**src/rtl/fetch_unit.sv**
```systemverilog
// Instruction fetch stage: PC register, 2-entry {pc, instr} queue, valid/ready
// delivery to decode. Optional back-pressure counter under FETCH_STALL_CNT_EN.
module fetch_unit #(
    parameter int unsigned   N        = 64,
    parameter int unsigned   IW       = 32,
    parameter logic [N-1:0]  RESET_PC = '0
) (
    input  logic          clk,
    input  logic          reset,
    output logic [N-1:0]  imem_addr,
    input  logic [IW-1:0] imem_rdata,
    input  logic          redirect_valid,
    input  logic [N-1:0]  redirect_pc,
    output logic          if_valid,
    input  logic          if_ready,
    output logic [N-1:0]  if_pc,
    output logic [IW-1:0] if_instr,
    output logic [31:0]   stall_cnt
);

    typedef struct packed {
        logic [N-1:0]  pc;
        logic [IW-1:0] instr;
    } entry_t;

    logic [N-1:0] pc_q, pc_d;
    logic [1:0]   count_q, count_d;
    entry_t       head_q, head_d;
    entry_t       tail_q, tail_d;
    entry_t       new_ent;
    logic         pop, fetch_en, push;

    // Low address bits of a redirect target are discarded by design.
    logic unused_redirect_lsbs;
    assign unused_redirect_lsbs = ^redirect_pc[1:0];

    assign imem_addr = pc_q;
    assign if_valid  = (count_q != 2'd0);
    assign if_pc     = head_q.pc;
    assign if_instr  = head_q.instr;

    always_comb begin
        pop      = if_valid && if_ready;
        fetch_en = (count_q < 2'd2) || pop;
        push     = fetch_en && !redirect_valid;
        new_ent  = '{pc: pc_q, instr: imem_rdata};
        pc_d     = pc_q;
        count_d  = count_q;
        head_d   = head_q;
        tail_d   = tail_q;
        if (redirect_valid) begin
            pc_d    = {redirect_pc[N-1:2], 2'b00};
            count_d = 2'd0;
        end else begin
            if (push) begin
                pc_d = pc_q + N'(4);
            end
            // Head is always slot 0; a pop shifts the tail forward before any push lands.
            unique case ({push, pop})
                2'b11: begin
                    if (count_q == 2'd2) begin
                        head_d = tail_q;
                        tail_d = new_ent;
                    end else begin
                        head_d = new_ent;
                    end
                end
                2'b10: begin
                    if (count_q == 2'd0) head_d = new_ent;
                    else                 tail_d = new_ent;
                    count_d = count_q + 2'd1;
                end
                2'b01: begin
                    if (count_q == 2'd2) head_d = tail_q;
                    count_d = count_q - 2'd1;
                end
                default: ;
            endcase
        end
    end

    always_ff @(posedge clk) begin
        if (reset) begin
            pc_q    <= RESET_PC;
            count_q <= '0;
            head_q  <= '0;
            tail_q  <= '0;
        end else begin
            pc_q    <= pc_d;
            count_q <= count_d;
            head_q  <= head_d;
            tail_q  <= tail_d;
        end
    end

`ifdef FETCH_STALL_CNT_EN
    logic [31:0] stall_q;

    always_ff @(posedge clk) begin
        if (reset) begin
            stall_q <= '0;
        end else if (if_valid && !if_ready && (stall_q != '1)) begin
            stall_q <= stall_q + 32'd1;
        end
    end

    assign stall_cnt = stall_q;
`else
    assign stall_cnt = '0;
`endif

endmodule

```
**config.mk**
```make
export PLATFORM = sky130hd
export DESIGN_NAME = fetch_unit
export DESIGN_NICKNAME = d
export VERILOG_FILES = /design/src/rtl/fetch_unit.sv
export SDC_FILE = /design/constraint.sdc
export NUM_CORES = 1
export LEC_CHECK = 0
export ABC_AREA = 0
export CORE_MARGIN = 2
export CORE_UTILIZATION = 38
export DETAILED_ROUTE_END_ITERATION = 8
export GPL_ROUTABILITY_DRIVEN = 0
export SLEW_MARGIN = 20
export SYNTH_ARGS = -nofsm -noshare
export SYNTH_HDL_FRONTEND = slang
export SYNTH_SLANG_ARGS = --single-unit
```
**constraint.sdc**
```tcl
create_clock -name clk -period 3.87 [get_ports clk]
set_clock_uncertainty 0.05 [all_clocks]
set_input_delay 0.774 -clock clk [delete_from_list [all_inputs] [get_ports clk]]
set_output_delay 0.774 -clock clk [all_outputs]
set_load 0.01 [all_outputs]
```
After elaboration in Yosys (flattened, before gate mapping). Index checks and enable logic that the tools add are counted.

Add/subtract/negate cells: 3. Order comparisons: 1. Equality and inequality tests: 8. Mux-type cells: 10. Bitwise gates (word level): 1. Reduce and logical (&&, ||, !) cells: 13.

Operators with widths (number): 96-bit two-way mux (5); 96-bit one-hot mux with 3 select lines (1); 96-bit one-hot mux with 2 select lines (1); 64-bit two-way mux (2); 64-bit by 3-bit adder with 64-bit output, second input constant (1); 2-bit != test, second input constant (4); 4-bit AND reduction (2); 2-bit nonzero test (4); 2-bit equality test, second input constant (3); 2-bit one-hot mux with 2 select lines (1); 3-bit nonzero test (1); 2-bit by 1-bit adder with 2-bit output, second input constant (1); 2-bit by 1-bit equality test with 1-bit output, second input constant (1); 1-bit logical AND (2); 2-bit zero test (1); 2-bit < comparator, second input constant (1); 2-bit OR reduction (1); 2-bit by 1-bit subtractor with 2-bit output, second input constant (1); 1-bit zero test (1); 1-bit logical OR (1); 1-bit inverter (1).

Bits in registers: 258. Logic and storage cells: 43.

Logic depth before layout (Yosys ltp).
Word-level depth: 7. Gate-level depth with buffers: 13. Depth with buffers taken out: 9.

Least setup slack after synthesis. No wires, ideal clock.

Kind: in2reg. Start: in if_ready. End: reg head_q (netlist bit if_instr[0]). Arrival: 2.834 ns. Required time: 3.750 ns. Slack: 0.916 ns. Cell stages on the path: 13. Cell sequence: nor2b_1 -> clkbuf_1 -> nor2_1 -> inv_1 -> ha_1 -> clkbuf_1 -> nor2b_1 -> o32ai_1 -> nand2_1 -> clkbuf_1 -> clkbuf_1 -> a311o_1 -> a21oi_1.

Longest elaborated chain between the ends: 6. Elaborated cells between the ends (all ways): 11. Classes of those cells: eq/ne: 5; mux: 1; reduce/logical: 5.

RTL lines: from (decl) (RTL line 15) `input logic if_ready,`; 1-bit logical AND (*) (RTL line 43) `pop = if_valid && if_ready;`; 1-bit logical OR (RTL line 44) `fetch_en = (count_q < 2'd2) || pop;`; 1-bit logical AND (RTL line 45) `push = fetch_en && !redirect_valid;`; 2-bit equality test or 2-bit by 1-bit equality test with 1-bit output (tied branches) (RTL line 59) `unique case ({push, pop})`; 2-bit != test (no line) or 3-bit nonzero test (tied branches); 4-bit AND reduction (no line); to (signal assigned) (RTL line 86) `head_q <= '0;`; to (signal assigned) (RTL line 91) `head_q <= head_d;`; to (decl) (RTL line 28) `entry_t head_q, head_d;`.

Mark *: on every way between the ends. The rest lies on a longest branch, timed or not. A chain may end at the register's enable or synchronous reset.

Worst setup path after layout.
Start: reg count_q[0]. End: reg head_q (netlist bit if_pc[52]).

Longest elaborated chain between the ends: 7. Elaborated cells between the ends (all ways): 16. Classes of those cells: order compare: 1; eq/ne: 6; mux: 2; reduce/logical: 7.

RTL lines: from (decl) (RTL line 27) `logic [1:0] count_q, count_d;`; from (signal assigned) (RTL line 90) `count_q <= count_d;`; branches (longest 7 deep; another with 2-bit < comparator).

Parallel ways; which one is timed is not known.

==> results.md <==
* Worst r2r path cells at 10
* CP required at 4.29 ns
* CP peak stage delay at 0.41 ns
* MaxCap Viol Count at 0
* Startpoint types: flip-flop
* Worst-Skew Late Latency at 0.55 ns
* LEAKAGE at around 5.4 nW
* H-tree Lvls at 1
* Final Slew Violations at 0
* Grt total ovfl at 0
* Part of the Yosys area used for sequential elements at 38.9%
* Initial Util at 38.6%
* Post-CTS Repair Setup Buffers at 0
* Synth area leaders: dfxtp_1 39%, nand2_1 15%, a21oi_1 7.5%, a311o_1 7.4%, a221oi_1 6.4%
* Via-to-Cell Ratio at between 5 and 6
* Layout cell share with drive strength beyond 1 at under 10%
* Final Cycle Share at 77.9%
* WL met1 at approximately 19 mm
* Final WL at 43.6 mm
* CTS hold repair buffers at 0
* Die Y at 189 µm
* Post-synth EDFFs at 0
* Die Area at around 0.036 mm²
* Ys async rst share at 0%
* Cell family with most CP delay: simple AND/OR/NAND/NOR gates
* Crit. End Element: flip-flop
* Area leader, netlist: dfxtp_1
* Library cells used by synthesis at 50
* DR WL/cell at 18.9 µm
* Num CTS Buffers at 29
* Main flop type after synthesis: dfxtp_1
* Most frequent cells after synthesis: 502 x nand2_1, 252 x dfxtp_1, 193 x a21oi_1
* Routed wl met3 at between 3 and 4 mm
* Slew HR at 33.9%
* Finish-stage setup viols at 0
* Met2 routed WL at 20.1 mm
* Routed via count at 13,300
* Gr usage total at 23.8%
* Die X at 189 µm
* Area grow syn2layout at 28.9%
* Yosys reg bits at roughly 250
* Syn Inst Count at 1,699
* Worst hold margin at about 0.4 ns
* ANT nets after route at 0
* Hpwl dp at 26.9 mm
* Vias in the first global route at approximately 13,000
* Hold depth at 2
* Setup Total Neg Slack at 0 ns
* Max layer used: met4
* Cts repair resizes at 0
* CTS root buffer: clkbuf_16
* Pwr dens at about 420 mW/mm²
* Final-stage net count at just under 2,000
* Mapped Area at between 0.01 and 0.015 mm²
* Syn avg cell area at 7.63 µm²
* Hold Crit Class: flip-flop to flip-flop
* Core outline area at 0.0335 mm²
* I/O pins at 293
* Layout fillers at 3,212
* IO buf count at 254
* CTS Buffer Depth at 3
* Slowest-stage cell, CP: o32ai_1
* Yosys top cell area share at 38.9%
* Maximum fanout along the worst path at 79
* Global-route wire length before repair at 69.5 mm
* CTS tree: done
* Worst EP arrival at around 3.4 ns
* Initial DRC count at 1,042
* WS Path Type: flip-flop to flip-flop
* CTS clock-pin slew for the worst setup and hold paths at 0.06 ns
* Initial antenna violation count at 1
* Status: complete, no violations
* Cell with the most instances after synthesis: nand2_1
* Achievable Freq at 0.332 GHz
* Critical-path cell list: or2_2, nand2_1, inv_1, ha_4, nor2b_1, o32ai_1, nand2_4, buf_12, a311o_1, a21oi_1
* DR DRC count at 0
* TritonCTS sink count at 252
* Drt first pass iters at 7
* Worst-Margin Slew at 0.991 ns
* Largest net degree at the start of global routing at 131
* Crit path depth at 10
* CP bufs+invs at 2
* Synth Warn # at 0
* Row count at 67
* Worst vdd ir at 312 µV
* Final Util at 49.8%
* Hold Vio Cnt, Final at 0
* Fin crit period at 3.01 ns
* RSZ-0062 raised after global routing: no
worst min-delay path: cells and delay by family, from the launching register on:
kind	cells	cell delay, ns
DFF	1	0.30
and+or+nand+nor	1	0.05
AOI/OAI and AO/OA	1	0.05
cell type report:
| type | instances | area (µm²) | share of cell area, % |
|---|---|---|---|
| Antenna cell | 1 | 2.50 | 0.0150 |
| Tap cell | 448 | 561 | 3.36 |
| Inverter | 12 | 47.5 | 0.285 |
| Clock buffer | 38 | 830 | 4.97 |
| Multi-Input combinational cell | 1257 | 7070 | 42.3 |
| Sequential cell | 252 | 5040 | 30.2 |
| Clock inverter | 13 | 190 | 1.14 |
| Timing Repair Buffer | 287 | 2960 | 17.7 |
flip-flops by register name, summed over array words and instances, names as in the netlist:
| register | flops |
|---|---|
| if_instr | 32 |
| if_pc | 62 |
| imem_addr | 62 |
| tail_q | 94 |
| count_q | 2 |
routing by layer:
| layer | GRT usage (%) | vias to the layer above |
|---|---|---|
| met5 | 0 | - |
| met4 | 7.21 | 0 |
| met3 | 4.47 | 75 |
| met2 | 39.2 | 511 |
| met1 | 31.6 | 6402 |
| li1 | - | 6328 |
cells by family after synthesis:
group                      after synthesis  synth area share [%]
AOI/OAI and AO/OA                      467                  26.2
xor gates and xnor gates                38                  2.57
adders and majority gates                4                 0.386
buffers and inverters                  225                  7.92
DFF                                    252                  38.9
muxes                                    3                 0.232
other                                    1                0.0289
and+or+nand+nor                        709                  23.7
where the power goes:
| group | internal [mW] | switching, mW | leakage (nW) |
|---|---|---|---|
| Combinational | 0.565 | 0.597 | 2.88 |
| Sequential | 2.73 | 0.171 | 2.06 |
| Clock | 1.82 | 1.13 | 0.512 |
| Total | 5.12 | 1.90 | 5.45 |
final timing paths:
kind / startpoint / endpoint / slack, ns
max: count_q[0]$_SDFFE_PP0N_ / if_pc[52]$_SDFFE_PP0P_ / 0.86
min: if_pc[31]$_SDFFE_PP0P_ / if_pc[31]$_SDFFE_PP0P_ / 0.40
max reg2reg: count_q[0]$_SDFFE_PP0N_ / if_pc[52]$_SDFFE_PP0P_ / 0.86
min reg2reg: if_pc[31]$_SDFFE_PP0P_ / if_pc[31]$_SDFFE_PP0P_ / 0.40
metrics by stage:
step                total power [mW]  worst slack [ns]  cells  instance area (µm²)
global placement                4.11             0.334   2256                15700
finish                          7.02             0.856   2308                16700
floorplan                       3.57             0.916   1734                13100
detailed placement              4.12             0.291   2256                15700
global route                    7.31             0.660   2308                16700
CTS                             7.08             0.832   2307                16700
cells in the final DEF (no fill, tap or decap), types with 9 or more instances in the layout:
cell type,synthesis,routed
a211oi_1,31,31
a311oi_1,23,23
o21ai_0,9,9
clkdlybuf4s50_1,0,253
conb_1,1,36
nand2_1,502,501
o31ai_1,14,14
nand3_1,28,28
clkbuf_16,0,29
dfxtp_1,252,252
xnor2_1,22,22
inv_1,11,11
a221oi_1,94,94
nor2_1,69,69
xor2_1,16,16
buf_12,0,13
buf_4,38,20
a311o_1,96,96
a21oi_1,193,193
nor4_1,10,10
or3_1,9,9
nand4_1,22,22
or4_1,18,18
nor3_1,9,9
No activity file was read; power rests on OpenSTA's default activity.
